### config.mk
export PLATFORM = sky130hd
export DESIGN_NAME = uart_frame_ctrl
export DESIGN_NICKNAME = d
export VERILOG_FILES = /design/src/rtl/uart_frame_pkg.sv /design/src/rtl/uart_frame_ctrl_strobe.sv /design/src/rtl/uart_frame_ctrl.sv
export SDC_FILE = /design/constraint.sdc
export NUM_CORES = 1
export LEC_CHECK = 0
export BUFFER_PORTS_ARGS = -buffer_cell sky130_fd_sc_hd__buf_2
export CAP_MARGIN = 0
export CORE_MARGIN = 4
export CORE_UTILIZATION = 55
export CTS_BUF_LIST = sky130_fd_sc_hd__clkbuf_8
export DETAILED_ROUTE_END_ITERATION = 8
export GPL_TIMING_DRIVEN = 0
export PLACE_DENSITY = 0.82
export SLEW_MARGIN = 20
export SYNTH_ARGS = -nofsm -noshare
export SYNTH_HDL_FRONTEND = slang
export SYNTH_SLANG_ARGS = --single-unit
### constraint.sdc
create_clock -name clkIN -period 3.7 [get_ports clkIN]
set_input_delay 0.925 -clock clkIN [delete_from_list [all_inputs] [get_ports clkIN]]
set_output_delay 0.925 -clock clkIN [all_outputs]
set_load 0.02 [all_outputs]
### src/rtl/uart_frame_pkg.sv
// Shared types and constants for the UART frame controller.
package uart_frame_pkg;

  typedef enum logic [1:0] {
    ST_HUNT    = 2'd0,
    ST_LEN     = 2'd1,
    ST_PAYLOAD = 2'd2,
    ST_CSUM    = 2'd3
  } frame_state_e;

  localparam logic [1:0] ERR_NONE    = 2'd0;
  localparam logic [1:0] ERR_LEN     = 2'd1;
  localparam logic [1:0] ERR_TIMEOUT = 2'd2;
  localparam logic [1:0] ERR_CSUM    = 2'd3;

  localparam logic [7:0] SYNC_DEFAULT = 8'h7E;

  function automatic logic len_ok(input logic [7:0] len, input int unsigned max_len);
    return (len != 8'd0) && (32'(len) <= max_len);
  endfunction

  function automatic logic [15:0] sat_inc16(input logic [15:0] v);
    return (v == 16'hFFFF) ? v : v + 16'd1;
  endfunction

endpackage

### src/rtl/uart_frame_ctrl_strobe.sv
// Rising-edge detector on the UART RX done level; delay register resets high.
module uart_byte_strobe (
  input  logic clkIN,
  input  logic nResetIN,
  input  logic rxDoneIN,
  output logic byteStbOUT
);

  logic done_dly_q;

  // A done level already high at reset release must not look like a new byte.
  always_ff @(posedge clkIN or negedge nResetIN) begin
    if (!nResetIN) done_dly_q <= 1'b1;
    else           done_dly_q <= rxDoneIN;
  end

  assign byteStbOUT = rxDoneIN & ~done_dly_q;

endmodule

### src/rtl/uart_frame_ctrl.sv
// Frame sequencer: SYNC, LEN, payload, CSUM with inter-byte timeout.
// Optional statistics counters are enabled by defining UART_FRAME_STATS_EN.
module uart_frame_ctrl
  import uart_frame_pkg::*;
#(
  parameter logic [7:0]  SYNC_BYTE    = SYNC_DEFAULT,
  parameter int unsigned MAX_LEN      = 64,
  parameter int unsigned TIMEOUT_CLKS = 1600,
  parameter int unsigned ADDR_W       = 6
) (
  input  logic              clkIN,
  input  logic              nResetIN,
  input  logic [7:0]        rxDataIN,
  input  logic              rxDoneIN,
  output logic              wrEnOUT,
  output logic [ADDR_W-1:0] wrAddrOUT,
  output logic [7:0]        wrDataOUT,
  output logic              frameValidOUT,
  output logic [7:0]        frameLenOUT,
  output logic              frameErrOUT,
  output logic [1:0]        errCodeOUT,
  output logic              busyOUT
`ifdef UART_FRAME_STATS_EN
  ,
  input  logic              statClrIN,
  output logic [15:0]       goodCntOUT,
  output logic [15:0]       errCntOUT
`endif
);

  localparam int unsigned      TMO_W    = $clog2(TIMEOUT_CLKS);
  localparam logic [TMO_W-1:0] TMO_FIRE = TMO_W'(TIMEOUT_CLKS - 2);

  logic byte_stb;

  uart_byte_strobe u_strobe (
    .clkIN      (clkIN),
    .nResetIN   (nResetIN),
    .rxDoneIN   (rxDoneIN),
    .byteStbOUT (byte_stb)
  );

  frame_state_e     state_q, state_d;
  logic [7:0]       len_q, len_d, acc_q, acc_d, idx_q, idx_d;
  logic [TMO_W-1:0] tmo_q, tmo_d;
  logic             wr_en_q, wr_en_d, valid_q, valid_d, err_q, err_d, busy_q, busy_d;
  logic [ADDR_W-1:0] wr_addr_q, wr_addr_d;
  logic [7:0]       wr_data_q, wr_data_d, flen_q, flen_d;
  logic [1:0]       code_q, code_d;
  logic             len_good, csum_good, tmo_hit, len_err, csum_err;

  assign len_good  = len_ok(rxDataIN, MAX_LEN);
  assign csum_good = (rxDataIN == acc_q);
  // Timeout fires as the counter steps onto TIMEOUT_CLKS-1; a same-cycle byte wins.
  assign tmo_hit   = (state_q != ST_HUNT) && !byte_stb && (tmo_q == TMO_FIRE);
  assign len_err   = byte_stb && (state_q == ST_LEN) && !len_good;
  assign csum_err  = byte_stb && (state_q == ST_CSUM) && !csum_good;

  // State, datapath and registered outputs.
  always_ff @(posedge clkIN or negedge nResetIN) begin
    if (!nResetIN) begin
      state_q   <= ST_HUNT;
      len_q     <= 8'd0;
      acc_q     <= 8'd0;
      idx_q     <= 8'd0;
      tmo_q     <= '0;
      wr_en_q   <= 1'b0;
      wr_addr_q <= '0;
      wr_data_q <= 8'd0;
      valid_q   <= 1'b0;
      flen_q    <= 8'd0;
      err_q     <= 1'b0;
      code_q    <= ERR_NONE;
      busy_q    <= 1'b0;
    end else begin
      state_q   <= state_d;
      len_q     <= len_d;
      acc_q     <= acc_d;
      idx_q     <= idx_d;
      tmo_q     <= tmo_d;
      wr_en_q   <= wr_en_d;
      wr_addr_q <= wr_addr_d;
      wr_data_q <= wr_data_d;
      valid_q   <= valid_d;
      flen_q    <= flen_d;
      err_q     <= err_d;
      code_q    <= code_d;
      busy_q    <= busy_d;
    end
  end

  // Next-state and field sequencing; SYNC inside a frame is ordinary data.
  always_comb begin
    state_d = state_q;
    len_d   = len_q;
    acc_d   = acc_q;
    idx_d   = idx_q;
    tmo_d   = (byte_stb || (state_q == ST_HUNT)) ? '0 : tmo_q + TMO_W'(1);
    if (tmo_hit) begin
      state_d = ST_HUNT;
    end else if (byte_stb) begin
      case (state_q)
        ST_HUNT: begin
          if (rxDataIN == SYNC_BYTE) state_d = ST_LEN;
          else                       state_d = ST_HUNT;
        end
        ST_LEN: begin
          if (len_good) begin
            len_d   = rxDataIN;
            acc_d   = rxDataIN;
            idx_d   = 8'd0;
            state_d = ST_PAYLOAD;
          end else begin
            state_d = ST_HUNT;
          end
        end
        ST_PAYLOAD: begin
          acc_d = acc_q + rxDataIN;
          idx_d = idx_q + 8'd1;
          if (idx_q == len_q - 8'd1) state_d = ST_CSUM;
          else                       state_d = ST_PAYLOAD;
        end
        ST_CSUM: state_d = ST_HUNT;
        default: state_d = ST_HUNT;
      endcase
    end else begin
      state_d = state_q;
    end
  end

  // Output decode; the three pulses come from disjoint conditions.
  always_comb begin
    wr_en_d   = byte_stb && (state_q == ST_PAYLOAD);
    valid_d   = byte_stb && (state_q == ST_CSUM) && csum_good;
    err_d     = tmo_hit || len_err || csum_err;
    busy_d    = (state_d != ST_HUNT);
    wr_addr_d = wr_addr_q;
    wr_data_d = wr_data_q;
    flen_d    = flen_q;
    code_d    = code_q;
    if (wr_en_d) begin
      wr_addr_d = ADDR_W'(idx_q);
      wr_data_d = rxDataIN;
    end else begin
      wr_data_d = wr_data_q;
    end
    if (valid_d) flen_d = len_q;
    else         flen_d = flen_q;
    if (tmo_hit)       code_d = ERR_TIMEOUT;
    else if (len_err)  code_d = ERR_LEN;
    else if (csum_err) code_d = ERR_CSUM;
    else               code_d = code_q;
  end

  assign wrEnOUT       = wr_en_q;
  assign wrAddrOUT     = wr_addr_q;
  assign wrDataOUT     = wr_data_q;
  assign frameValidOUT = valid_q;
  assign frameLenOUT   = flen_q;
  assign frameErrOUT   = err_q;
  assign errCodeOUT    = code_q;
  assign busyOUT       = busy_q;

`ifdef UART_FRAME_STATS_EN
  logic [15:0] good_cnt_q, err_cnt_q;

  // Saturating frame counters; a clear request beats a coincident increment.
  always_ff @(posedge clkIN or negedge nResetIN) begin
    if (!nResetIN) begin
      good_cnt_q <= 16'd0;
      err_cnt_q  <= 16'd0;
    end else if (statClrIN) begin
      good_cnt_q <= 16'd0;
      err_cnt_q  <= 16'd0;
    end else begin
      if (valid_q) good_cnt_q <= sat_inc16(good_cnt_q);
      if (err_q)   err_cnt_q  <= sat_inc16(err_cnt_q);
    end
  end

  assign goodCntOUT = good_cnt_q;
  assign errCntOUT  = err_cnt_q;
`else
  // No statistics counters in this build.
`endif

endmodule

==> results by group, run 1 <==
Pwr
  – Logic gate share of total power: 10.2%
  – Sw Share: a little over a quarter
  – VDD IR max: 260 uV
  – Clk pwr share: about 36%
  – Final Total Pwr: ~1.4 mW
  – P_int: between 1 and 1.5 mW
  – Flop pwr share: between 50 and 60%
  – P_sw: 377 uW
  – P per Cell Area: ~360 nW/um^2
  – Leak Pwr: between 1.5 and 2 nW

Floorplan
  – Die width: approximately 87 um
  – Io pins: 39
  – DIE HEIGHT: 87.0 um
  – CORE AREA: 5990 sq um
  – Effective utilization at floorplan: a little under three fifths
  – Die footprint: approximately 7600 sq um
  – Row count: 28

Placement
  – DP Worst Slack: ~1 ns
  – Placed instance count: 440
  – Port bufs: 37
  – Final HPWL DP: a little over 5000 um
  – Area post-placement: 3730 sq um
  – GP Congestion: roughly 0.84

Synthesis
  – Synth Area in Adders: under 10%
  – Post-synth EDFFs: 0
  – Asr flop ratio synth: 100%
  – Syn avg cell area: around 10 sq um
  – Dominant synthesized flop cell: dfrtp_1
  – Yosys reg bits: 66
  – Register area share after synthesis: 48.2%
  – Post-Synth XOR/XNOR Area: 6.90%
  – Netlist cell types: between 50 and 60
  – Synth Area in Simple Gates: 18.4%
  – Mux contribution to synthesized area: a little over a tenth
  – Syn_nets: between 300 and 400
  – Combinational family with the most area after synthesis: simple AND/OR/NAND/NOR gates
  – Synth Area in Compound Gates: approximately 8.1%
  – Synth Cell Area: about 3400 sq um
  – Mapped Cells: roughly 330
  – Synth warn: 0

Clock network
  – Cts hold-fix bufs: 0
  – CTS resizes: 0
  – H-Tree Depth: 3
  – CTS Buf Count: 9
  – Post-CTS setup buffer count: 0
  – CTS sink count: 66
  – Root Buffer: clkbuf_8
  – CTS Buffer Depth: 2
  – CTS tree: built
  – Clock transition at path regs: about 0.080 ns
  – Worst skew pair latency: ~0.34 ns

Cells and area
  – Seq. cell area: about 1700 sq um
  – Antenna Cells: 0
  – Final Net Count: 399
  – Final Instance Area: 3890 sq um
  – Synth-to-Final Area Change: 13.5%
  – Most frequent cells in the layout: dfrtp_1 (65), buf_2 (41), nor2_1 (34)
  – Commonest non-fill, non-tap cell in the layout: dfrtp_1
  – Post-layout util: between 60% and 70%
  – Non-Filler Instances: around 460
  – Layout cells sized above 1: about a quarter
  – Area of the multi-input gates: around 1700 sq um
  – Fillers: around 470

Detailed routing
  – Drt initial violations: ~170
  – TritonRoute pass-1 iters: 4
  – Routed vias: 2586
  – DR vias/cell: roughly 5.7
  – Drt total wl: 7200 um
  – WL per Instance: 15.8 um
  – Detail Route Antenna Nets: 0
  – Drt drc: 0

Timing
  – RSZ-0062 raised after global routing: false
  – Max Clock Skew: about 0.017 ns
  – Fin. max-slew vios: 0
  – Final WS setup: between 1 and 1.5 ns
  – WHS: between 0.4 and 0.5 ns
  – Max Clk Rate: ~0.42 GHz
  – Slew margin rel.: approximately 63%
  – Setup tns final: 0 ns
  – Setup violations, final: 0
  – Worst Max-Slew Pin Slew: about 0.55 ns
  – Fin crit share: approximately 64%
  – Hold Fails Final Rpt: 0
  – Final min period: about 2.4 ns

Global route
  – Largest net degree at the start of global routing: 44
  – Number of global-route vias before repair: 2617
  – Initial antenna violation count: 0
  – Total grt overflow: 0
  – GR Util All Layers: a little over a fifth
  – First-pass GRT wire length: around 12000 um

Setup path
  – Critical Path AT: approximately 2.6 ns
  – CP delay by family, top: simple AND/OR/NAND/NOR gates
  – Critical path data required time: between 3 and 4 ns
  – Largest stage delay, worst path: ~0.37 ns
  – Worst Setup End Kind: register
  – CP cell instances: buf_2 -> ha_1 -> nor3_1 -> nand3_1 -> or2_2 -> buf_6 -> mux2_2
  – Worst Setup Path Type: primary input to register
  – Worst Path Buf+Inv: 2
  – Max FO, Critical Path: 10
  – CP startpoint kind: primary input
  – CP max-delay cell: ha_1

Status
  – Status: finished clean

Flow run
  – Max Cap Violations: 0

Worst hold path
  – Hold WC Path Type: primary input to async pin
worst register-to-register path: stages, from the launching register on:
cell and delay (ns):
dfrtp_1 0.40, ha_1 0.30, nor4_1 0.28, nand3_1 0.14, or2_2 0.34, buf_6 0.15
mux2_2 0.26
logic make-up after synthesis:
| logic type | after synthesis |
|---|---|
| flip-flops | 66 |
| multiplexers | 31 |
| buffers and inverters | 24 |
| AO/OA/AOI/OAI | 45 |
| adder cells (fa/ha/maj) | 12 |
| AND/OR/NAND/NOR | 122 |
| XOR/XNOR | 27 |
power by group through the flow:
stage                     combinational (mW)  clock (mW)  sequential (mW)
after global placement                 0.136           0            0.767
after CTS                              0.145       0.525            0.755
after detailed placement               0.144           0            0.768
final                                  0.144       0.513            0.755
after floorplan                       0.0825           0            0.773
after global routing                   0.161       0.553            0.758
state kept, by name, summed over array words and instances (netlist names):
name and cells:
tmo_q 11, acc_q 8, frameLenOUT 8, idx_q 8, len_q 8, wrDataOUT 8
wrAddrOUT 6, errCodeOUT 2, state_q 2, busyOUT 1, frameErrOUT 1, frameValidOUT 1
u_strobe.done_dly_q 1, wrEnOUT 1
cell usage after synthesis, types with 6 or more instances:
library cell | number | share of area, %
a21oi_1 | 11 | 1.6
dfrtp_1 | 65 | 47
ha_1 | 11 | 4.0
inv_1 | 10 | 1.1
mux2_2 | 26 | 8.5
nand2_1 | 25 | 2.7
nand3_1 | 13 | 1.9
nor2_1 | 34 | 3.7
nor3_1 | 7 | 1.0
o21ai_0 | 17 | 2.5
xnor2_1 | 6 | 1.5
xor2_1 | 21 | 5.4
worst paths after layout:
path	startpoint	endpoint	slack, ns	cells past startpoint
max in group asynchronous	nResetIN	u_strobe.done_dly_q	2.66	2
max reg2reg	acc_q[1]	frameLenOUT[4]	1.70	6
max	rxDataIN[2]	frameLenOUT[4]	1.35	7
min in group clkIN	frameLenOUT[1]	frameLenOUT[1]	0.48	2
min	nResetIN	tmo_q[8]	0.47	1
min reg2reg	frameLenOUT[1]	frameLenOUT[1]	0.48	2
final cells by class:
type | count | share of cell area [%]
buffer | 14 | 1.99
clock buffer | 9 | 3.18
clock inverter | 7 | 0.996
inverter | 10 | 0.964
multi-input combinational | 237 | 42.7
sequential | 66 | 42.4
tap | 75 | 2.41
timing repair buffer | 38 | 5.33
per-layer routing:
metal / vias up / part of all wire, % / GRT usage, %
met5: - / 0 / 0
li1: 1240 / - / -
met4: 0 / 2.1 / 9.07
met2: 74 / 48 / 34.0
met3: 15 / 5.3 / 3.88
met1: 1257 / 44 / 27.7
(Power assumes the default switching activity.)
==> run 2: changes to the inputs <==
Settings changed: PLACE_DENSITY 0.82 to 0.85.
Clock period 3.7 ns to 2.1 ns, I/O delays scaled along.
==> results by group, run 2 (same netlist as run 1, synthesis figures left out) <==
Floorplan
  – DIE HEIGHT: around 87 um
  – Die width: a little under 90 um
  – CORE AREA: about 6000 sq um
  – Die footprint: ~7600 sq um
  – Effective utilization at floorplan: a little under three fifths
  – Io pins: 39
  – Row count: 28

Worst hold path
  – Hold WC Path Type: primary input to async pin

Timing
  – Slew margin rel.: around three fifths
  – Max Clk Rate: approximately 0.5 GHz
  – WHS: 0.0607 ns
  – Fin crit share: about 95%
  – RSZ-0062 raised after global routing: false
  – Fin. max-slew vios: 0
  – Hold Fails Final Rpt: 0
  – Final min period: around 2 ns
  – Setup violations, final: 0
  – Max Clock Skew: around 0.012 ns
  – Worst Max-Slew Pin Slew: about 0.57 ns
  – Final WS setup: around 0.11 ns

Global route
  – GR Util All Layers: a little over a fifth
  – Total grt overflow: 0
  – Number of global-route vias before repair: about 2700
  – Largest net degree at the start of global routing: 45
  – Initial antenna violation count: 0
  – First-pass GRT wire length: 12500 um

Cells and area
  – Most frequent cells in the layout: dfrtp_1 (65), buf_2 (41), nor2_1 (34)
  – Post-layout util: 65.6%
  – Layout cells sized above 1: approximately 25%
  – Max FFs per register: 11
  – Commonest non-fill, non-tap cell in the layout: dfrtp_1
  – Final Net Count: roughly 400
  – Antenna Cells: 0
  – Synth-to-Final Area Change: 14.5%
  – Largest Register: tmo_q

Pwr
  – P per Cell Area: between 600 and 700 nW/um^2
  – VDD IR max: about 470 uV
  – Leak Pwr: around 2.0 nW

Clock network
  – Cts hold-fix bufs: 0
  – Worst skew pair latency: approximately 0.34 ns
  – CTS sink count: between 60 and 70
  – CTS Buffer Depth: 2
  – H-Tree Depth: 3
  – Post-CTS setup buffer count: 0
  – Root Buffer: clkbuf_8
  – CTS tree: built
  – Clock transition at path regs: around 0.080 ns
  – CTS Buf Count: 9

Setup path
  – Critical path data required time: about 2.3 ns
  – Worst Setup Path Type: register to register
  – Worst Setup End Kind: register
  – Worst reg2reg endpoint: frameLenOUT[6]
  – R2r setup slk: ~0.11 ns
  – CP startpoint kind: register
  – Max FO, Critical Path: 10
  – FF-to-FF Start: acc_q[1]
  – Critical Path AT: ~2.2 ns
  – Path depth of the worst reg2reg path: 6

Placement
  – Port bufs: 37
  – DP Worst Slack: -0.197 ns
  – GP Congestion: a little under 0.9
  – Final HPWL DP: between 5000 and 6000 um

Detailed routing
  – Drt drc: 0
  – DR vias/cell: a little under 6
  – WL per Instance: 16.3 um
  – Detail Route Antenna Nets: 0
  – TritonRoute pass-1 iters: 4
  – Drt total wl: about 7400 um
  – Drt initial violations: ~120
  – Routed vias: between 2000 and 3000

Flow run
  – Max Cap Violations: 0

Status
  – Status: finished clean
-- run 2: worst max path at each step --
stage                           to        start  slack, ns
floorplan           frameLenOUT[2]  rxDataIN[1]       0.12
global placement    frameLenOUT[3]  rxDataIN[1]      -0.17
detailed placement  frameLenOUT[6]  rxDataIN[1]      -0.20
CTS                 frameLenOUT[6]     acc_q[1]       0.13
global route            state_q[0]     len_q[0]       0.02
finish              frameLenOUT[6]     acc_q[1]       0.11
-- run 2: cell type report --
type | count | area (sq um)
Buffer | 14 | 77.6
Clock buffer | 10 | 138
Clock inverter | 5 | 55.1
Fill cell | 483 | 2060
Inverter | 10 | 37.5
Multi-Input combinational cell | 237 | 1670
Sequential cell | 66 | 1650
Tap cell | 75 | 93.8
Timing Repair Buffer | 38 | 208
-- run 2: repair_timing --
item / CTS / global route
endpoints found under the hold margin: 0 / 0
resized for setup: 0 / 2
setup endpoints to repair: 0 / 1
-- run 2: per-layer routing --
layer / wire (um) / track usage (%) / vias up
met2: 3490 / 32.7 / 99
met5: 0 / 0 / -
li1: - / - / 1254
met4: 161 / 10.6 / 0
met1: 3220 / 27.2 / 1334
met3: 534 / 6.05 / 23
-- run 2: where the power goes --
part	internal (mW)	switching, mW	total (mW)
logic	0.105	0.160	0.265
clock network	0.570	0.495	1.06
registers	1.30	0.0256	1.33
-- run 2: critical path, cell delays in order, from the launching register on --
cell	delay, ns
dfrtp_1	0.39
ha_1	0.30
nor4_1	0.28
nand3_1	0.15
or2_2	0.33
buf_6	0.15
mux2_2	0.27
-- run 2: per-stage QoR --
stage	cells	total power [mW]	TNS (ns)	instance area, sq um
after floorplan	327	1.51	0	3430
after global placement	439	1.59	-1.19	3710
after detailed placement	440	1.61	-1.69	3730
after CTS	455	2.67	0	3920
after global routing	455	2.76	0	3930
final	455	2.66	0	3930
